==> src/rtl/ps2_pkg.sv <==
// ps2_pkg: shared PS/2 host-transmitter state type, frame length and keyboard command bytes
package ps2_pkg;
  typedef enum logic [2:0] {IDLE, INHIBIT, REQUEST, SEND, ACK, RELEASE} ps2_tx_state_t;
  localparam int PS2_FRAME_BITS = 10;
  localparam logic [7:0] PS2_CMD_SET_LEDS = 8'hED;
  localparam logic [7:0] PS2_CMD_RESET = 8'hFF;
  function automatic logic odd_parity(input logic [7:0] d);
    return ~^d;
  endfunction
endpackage

==> src/rtl/ps2_line_sync.sv <==
// ps2_line_sync: 2-FF synchronizer for one PS/2 line, optional glitch filter, falling-edge pulse
// Ports: clk, rst (async active-high, line idles high); line raw level;
// level synchronized (optionally filtered) level; fall one-cycle pulse on a 1->0 of level.
// Macro PS2_TX_FILTER_EN: level only changes after 8 consecutive equal synchronized samples.
module ps2_line_sync (
  input  logic clk,
  input  logic rst,
  input  logic line,
  output logic level,
  output logic fall
);
  logic [1:0] sync;
  logic prev;
  always_ff @(posedge clk or posedge rst)
    if (rst) begin
      sync <= 2'b11;
      prev <= 1'b1;
    end else begin
      sync <= {sync[0], line};
      prev <= level;
    end
`ifdef PS2_TX_FILTER_EN
  logic [2:0] run;
  logic filt;
  // run counts consecutive samples that disagree with filt; the 8th one flips it
  always_ff @(posedge clk or posedge rst)
    if (rst) begin
      run  <= '0;
      filt <= 1'b1;
    end else if (sync[1] == filt) begin
      run <= '0;
    end else if (run == 3'd7) begin
      run  <= '0;
      filt <= sync[1];
    end else begin
      run <= run + 3'd1;
    end
  assign level = filt;
`else
  assign level = sync[1];
`endif
  assign fall = prev & ~level;
endmodule

==> src/rtl/ps2_host_tx.sv <==
// ps2_host_tx: PS/2 host-to-device byte transmitter (inhibit, request-to-send, 11-bit frame, ACK check)
// Ports: clk_in, rst_in (async active-high); tx_data/tx_valid/tx_ready byte handshake;
// ps2_clk_in/ps2_data_in raw line levels; ps2_clk_oe/ps2_data_oe open-drain pull-low enables;
// done/error one-cycle completion pulses; busy high whenever not IDLE.
// Macro PS2_TX_FILTER_EN (in ps2_line_sync) adds an 8-sample glitch filter on both lines.
module ps2_host_tx
  import ps2_pkg::*;
#(
  parameter int INHIBIT_CYCLES = 7425,
  parameter int TIMEOUT_CYCLES = 148500
) (
  input  logic       clk_in,
  input  logic       rst_in,
  input  logic [7:0] tx_data,
  input  logic       tx_valid,
  output logic       tx_ready,
  input  logic       ps2_clk_in,
  input  logic       ps2_data_in,
  output logic       ps2_clk_oe,
  output logic       ps2_data_oe,
  output logic       done,
  output logic       error,
  output logic       busy
);
  localparam int CW = $clog2((INHIBIT_CYCLES > TIMEOUT_CYCLES ? INHIBIT_CYCLES : TIMEOUT_CYCLES) + 1);
  ps2_tx_state_t state, state_n;
  logic [CW-1:0] cnt, cnt_n;
  logic [3:0] bit_cnt, bit_n;
  logic [8:0] sh, sh_n;
  logic dat, dat_n, done_n, err_n, watch;
  logic clk_lvl, clk_fall, data_lvl, data_fall_unused;
  ps2_line_sync u_clk_sync (.clk(clk_in), .rst(rst_in), .line(ps2_clk_in), .level(clk_lvl), .fall(clk_fall));
  ps2_line_sync u_data_sync (.clk(clk_in), .rst(rst_in), .line(ps2_data_in), .level(data_lvl), .fall(data_fall_unused));
  // cnt is the inhibit timer in INHIBIT and the edge/release watchdog afterwards
  assign watch = state != IDLE && state != INHIBIT;
  assign ps2_clk_oe = state == INHIBIT;
  // start bit goes low on the last inhibit cycle, before the clock line is released
  assign ps2_data_oe = dat | (state == INHIBIT && cnt == CW'(INHIBIT_CYCLES - 1));
  assign busy = state != IDLE;
  assign tx_ready = state == IDLE && !done && !error;
  always_ff @(posedge clk_in or posedge rst_in)
    if (rst_in) begin
      state   <= IDLE;
      cnt     <= '0;
      bit_cnt <= '0;
      sh      <= '0;
      dat     <= 1'b0;
      done    <= 1'b0;
      error   <= 1'b0;
    end else begin
      state   <= state_n;
      cnt     <= cnt_n;
      bit_cnt <= bit_n;
      sh      <= sh_n;
      dat     <= dat_n;
      done    <= done_n;
      error   <= err_n;
    end
  always_comb begin
    state_n = state;
    cnt_n = state == IDLE ? '0 : cnt + CW'(1);
    bit_n = bit_cnt;
    sh_n = sh;
    dat_n = dat;
    done_n = 1'b0;
    err_n = 1'b0;
    case (state)
      IDLE: if (tx_valid && tx_ready) begin
        state_n = INHIBIT;
        sh_n = {odd_parity(tx_data), tx_data};
        bit_n = '0;
      end
      INHIBIT: if (cnt == CW'(INHIBIT_CYCLES - 1)) begin
        state_n = REQUEST;
        dat_n = 1'b1;
      end
      REQUEST: if (clk_fall) begin
        state_n = SEND;
        dat_n = ~sh[0];
        bit_n = 4'd1;
      end
      SEND: if (clk_fall) begin
        cnt_n = '0;
        if (bit_cnt == 4'(PS2_FRAME_BITS - 1)) begin
          state_n = ACK;
          dat_n = 1'b0;
          bit_n = 4'(PS2_FRAME_BITS);
        end else begin
          dat_n = ~sh[bit_cnt];
          bit_n = bit_cnt + 4'd1;
        end
      end
      ACK: if (clk_fall) begin
        state_n = data_lvl ? IDLE : RELEASE;
        err_n = data_lvl;
      end
      RELEASE: if (clk_lvl && data_lvl) begin
        state_n = IDLE;
        done_n = 1'b1;
      end
      default: state_n = IDLE;
    endcase
    if (watch && state_n == state && !clk_fall && cnt == CW'(TIMEOUT_CYCLES - 1)) begin
      state_n = IDLE;
      dat_n = 1'b0;
      err_n = 1'b1;
    end
    if (state_n != state) cnt_n = '0;
  end
endmodule

==> config.mk <==
export PLATFORM = sky130hd
export DESIGN_NAME = ps2_host_tx
export DESIGN_NICKNAME = d
export VERILOG_FILES = /design/src/rtl/ps2_pkg.sv /design/src/rtl/ps2_line_sync.sv /design/src/rtl/ps2_host_tx.sv
export SDC_FILE = /design/constraint.sdc
export NUM_CORES = 1
export LEC_CHECK = 0
export CAP_MARGIN = 20
export CORE_MARGIN = 2
export CORE_UTILIZATION = 60
export CTS_BUF_LIST = sky130_fd_sc_hd__clkbuf_2 sky130_fd_sc_hd__clkbuf_4 sky130_fd_sc_hd__clkbuf_8
export CTS_CLUSTER_DIAMETER = 200
export DETAILED_ROUTE_END_ITERATION = 10
export GPL_TIMING_DRIVEN = 0
export HOLD_SLACK_MARGIN = 0.02
export PLACE_DENSITY = 0.8
export SYNTH_ARGS = -nofsm -noshare
export SYNTH_HDL_FRONTEND = slang
export SYNTH_HIERARCHICAL = 1
export SYNTH_SLANG_ARGS = --single-unit
==> constraint.sdc <==
create_clock -name clk_in -period 2.9 [get_ports clk_in]
set_input_delay 0.435 -clock clk_in [delete_from_list [all_inputs] [get_ports clk_in]]
set_output_delay 0.435 -clock clk_in [all_outputs]
set_load 0.05 [all_outputs]
# After elaboration in Yosys (flattened, before gate mapping)
# Index checks and enable logic that the tools add are counted.
# totals
inputBits,13
out_inout_bits,6
reg_bits,42
# op_classes
n_lt_le_gt_ge,1
n_addsub,2
muxes,32
n_eq_ne,17
n_reduce_logical,20
bitwise,5
# ops
operator,n
$mux W18,4
$mux W3,9
$add A18 B1 Y18 const B,1
$eq A18 B13 Y1 const B,1
$eq A18 B18 Y1 const B,1
$pmux W3 S6,1
$mux W4,4
$pmux W4 S3,1
$mux W1,11
$logic_and A1 B1 Y1,9
$reduce_and A4 Y1,2
$reduce_xnor A8 Y1,1
$eq A3 B2 Y1 const B,2
$eq A3 B3 Y1 const B,2
$ne A3 B1 Y1 const B,2
$ne A3 B3 Y1 const B,2
$reduce_bool A3 Y1,2
$lt A4 B5 Y1 const B,1
$add A4 B1 Y4 const B,1
$bmux W1 S4,1
$eq A4 B4 Y1 const B,1
$ne A2 B2 Y1 const B,2
$reduce_bool A4 Y1,1
$eq A3 B1 Y1 const B,1
10 further kinds,14

# Longest topological paths before layout
# depth
ltp_word,13
mapped_depth,8

# Hierarchy
# Netlist, hierarchy kept.
# by_module_without_submodules
mod,area_each_um2,n_inst,cells_per_inst
ps2_host_tx,2180.8,1,218
ps2_line_sync,96.3,2,5

# Worst setup path after synthesis
# No wires, ideal clock.
# synth_path
path_kind,register to output
startpoint,register state[1]
endpoint,output port tx_ready
path_slack_ns,0.443
t_required_ns,2.465
stages_incl_launch_ff,4
arrival_ns,2.022
path_buffers,1
cell_sequence,dfrtp_1 buf_6 or3_4 nor3_1
# synth_via
elab_chain_len,3
# synth_lines
element,line,text
start: declaration,ps2_host_tx.sv:26,"ps2_tx_state_t state, state_n;"
start signal: assignment,ps2_host_tx.sv:51,state <= state_n;
$logic_not A3 Y1,ps2_host_tx.sv:40,assign tx_ready = state == IDLE && !done && !error;
$logic_and A1 B1 Y1 (2 in a row),ps2_host_tx.sv:40,
end: declaration,ps2_host_tx.sv:16,"output logic tx_ready,"
# Every way passes these cells.

# Worst setup path in the final report
# layout_path
startpoint,register cnt[7]
endpoint,output port ps2_data_oe
# layout_via
elab_chain_len,3
# layout_lines
element,line,text
start: declaration,ps2_host_tx.sv:27,"logic [CW-1:0] cnt, cnt_n;"
start signal: assignment,ps2_host_tx.sv:52,cnt <= cnt_n;
$eq A18 B13 Y1,ps2_host_tx.sv:38,assign ps2_data_oe = dat | (state == INHIBIT && cnt == CW'(INHIBIT_CYCLES - 1));
$logic_and A1 B1 Y1,ps2_host_tx.sv:38,
$or A1 B1 Y1,ps2_host_tx.sv:38,
end: declaration,ps2_host_tx.sv:20,"output logic ps2_data_oe,"
# Every way passes these cells.

==> results.md <==
* Hold Startpoint: u_clk_sync/sync[0]
* HPWL Detailed at 3270 µm
* Maxcap violations at 0
* N_diodes at 0
* Initial antenna violation count at 0
* Crit Reg-Reg Endpoint: cnt[9]
* Crit Path Max Fanout at 5
* Fillers at 293
* Remaining DRCs at 0
* Setup bufs post-CTS at 0
* Vias/cell at 5.780
* Post-route setup slack at 0.1530 ns
* P_int at 892.0 µW
* Logic pwr share at 0.057
* Clock latency on the worst-skew pair at 0.30 ns
* Die height at 66.37 µm
* Final hold vios at 0
* I/O pin cnt at 19
* Synth Area per Inst at 10.33 µm²
* Startpoint types: flop
* CTS tree: done
* Worst r2r src: bit_cnt[1]
* Relative slew slack at 0.4853
* Number of CTS-inserted buffers at 5
* Final WL at 4542 µm
* CTS clk-pin slew, worst paths at 0.08 ns
* Switching pwr at 247.8 µW
* Pre-Repair DR Iteration Count at 4
* GP Congestion at 0.8097
* Hold path depth at 0
* Worst vdd ir at 0.0003483 V
* Power consumption at 1140 µW
* RSZ-0062 raised after global routing: false
* Final setup fails at 0
* Status: completed
* FF+latch area at 1057 µm²
* Combined area of all synthesized cells at 2333 µm²
* Switch share at 0.2174
* Static leakage at 0.001126 µW
* Min-delay worst type: reg -> reg
* Post-DRT Antenna Nets at 0
* Setup crit end kind: output port
* Grt total ovfl at 0
* Port bufs at 18
* R2r setup slk at 0.57 ns
* Mapped Cells at 226
* Worst Path Required at 2.47 ns
* Setup WS pre-CTS at -0.006645 ns
* Root Buffer: clkbuf_8
* Routed WL per cell at 15.14 µm
* First-pass GRT wire length at 7831 µm
* Vias in the first global route at 1654
* Pin count of the biggest net entering global routing at 38
* Site row count at 22
* Initial Util at 0.6326
* Tmin final at 2.747 ns
* Final Max Tran Viols at 0
* Reg2reg path depth at 8
* Final net count at 268
* Clock power share at 0.409
* PwrDens at 422.5 nW/µm²
* Core Region at 3689 µm²
* Clk_skew at 0.01015 ns
* Detailed Route Iter0 Violations at 209
* Syn Nets at 243
* Area of the multi-input gates at 1176 µm²
* Data arrival, critical path at 2.31 ns
* Clock Sinks at 42
* Die Area at 4404 µm²
* Power share of the sequential group at 0.534
* DR vias at 1734
* Die width at 66.37 µm
* Critical path class: reg -> out
* Tightest Pin Transition at 0.7709 ns
* Worst Hold Path EP: u_clk_sync/sync[1]
* Synth warn at 6
* Area Growth Syn to Fin at 15.60%
* Clock Tree Buf Depth at 2
* Final period utilization at 0.9472
* Fmax at 364.0 MHz
* CTS H-tree depth at 2
* Share of cells above drive strength 1 at 0.1667
* Overall Global Routing Usage at 0.2384
-- cells in the final DEF (no fill, tap or decap), types with 4 or more instances in the layout --
master           count
a211oi_1             4
a21oi_1             19
and3_1               5
clkbuf_1             4
clkbuf_8             5
clkdlybuf4s50_1     17
dfrtp_1             37
dfstp_2              5
ha_1                 4
inv_1               11
mux2_2              11
nand2_1             14
nand2b_1             6
nand3_1             11
nand4_1              5
nor2_1               5
nor2b_1              6
o21ai_0              8
xnor2_1             13
xor2_1              10
-- stage by stage --
step / utilization / hold WS, ns / setup TNS, ns / instance area, µm² / cells
after global placement: 0.6978 / 0.3453 / 0 / 2574 / 292
after floorplan: - / 0.3452 / 0 / 2333 / 226
after global routing: 0.7313 / 0.3643 / 0 / 2698 / 300
final: 0.7313 / 0.3588 / 0 / 2698 / 300
after detailed placement: 0.6978 / 0.3468 / -0.006645 / 2574 / 292
after CTS: 0.7290 / 0.3593 / 0 / 2689 / 300
-- layout make-up --
class | instances | share of cell area
well taps | 48 | 0.02226
multi-input cells | 162 | 0.4360
clock inverters | 3 | 0.01670
repair buffers | 18 | 0.06725
clock buffers | 5 | 0.02551
flip-flops and latches | 42 | 0.3919
plain buffers | 10 | 0.02365
inverters | 12 | 0.01670
-- worst max path at each step --
| stage | start | endpoint | slack (ns) | cells after the start |
|---|---|---|---|---|
| after CTS | cnt[7] | ps2_data_oe | 0.08 | 5 |
| final | cnt[7] | ps2_data_oe | 0.15 | 5 |
| after detailed placement | cnt[7] | ps2_data_oe | -0.007 | 5 |
| after global routing | cnt[7] | ps2_data_oe | 0.04 | 5 |
| after floorplan | state[1] | tx_ready | 0.44 | 3 |
| after global placement | cnt[7] | ps2_data_oe | 0.003 | 5 |
-- power groups by stage --
stage / registers [µW] / clock network (µW) / logic, µW
floorplan: 617 / 0 / 39.5
global placement: 620 / 0 / 63.2
detailed placement: 620 / 0 / 66.2
CTS: 609 / 475 / 66.5
global route: 611 / 498 / 72.7
finish: 609 / 466 / 65.1
-- worst max-delay path, stage by stage (launching register included) --
cell             delay [ns]
dfrtp_1                0.43
or4b_1                 0.59
nor4_4                 0.31
nand3_1                0.20
nand2b_1               0.12
clkdlybuf4s15_2        0.37
-- state kept, by name, summed over array words and instances, names as in the netlist --
signal	cells
error	1
u_data_sync/sync	2
dat	1
state	3
sh	9
done	1
u_clk_sync/prev	1
u_clk_sync/sync	2
cnt	18
bit_cnt	4
-- metal layers --
metal  wire length (µm)  track usage  part of all wire  vias to the layer above
met4                 59      0.06888             0.013                        0
met2               2066       0.3575              0.45                       32
met3                167      0.05111             0.037                        6
li1                   -            -                 -                      855
met5                  0            0                 0                        -
met1               2248       0.3478              0.49                      841
-- repair_timing --
item / in CTS / in global routing
setup endpoints to repair: 1 / 1
hold buffers: 0 / 0
cloned: 0 / 0
pin swaps: 0 / 0
gates resized for setup: 3 / 1
No activity file was read; power rests on OpenSTA's default activity.
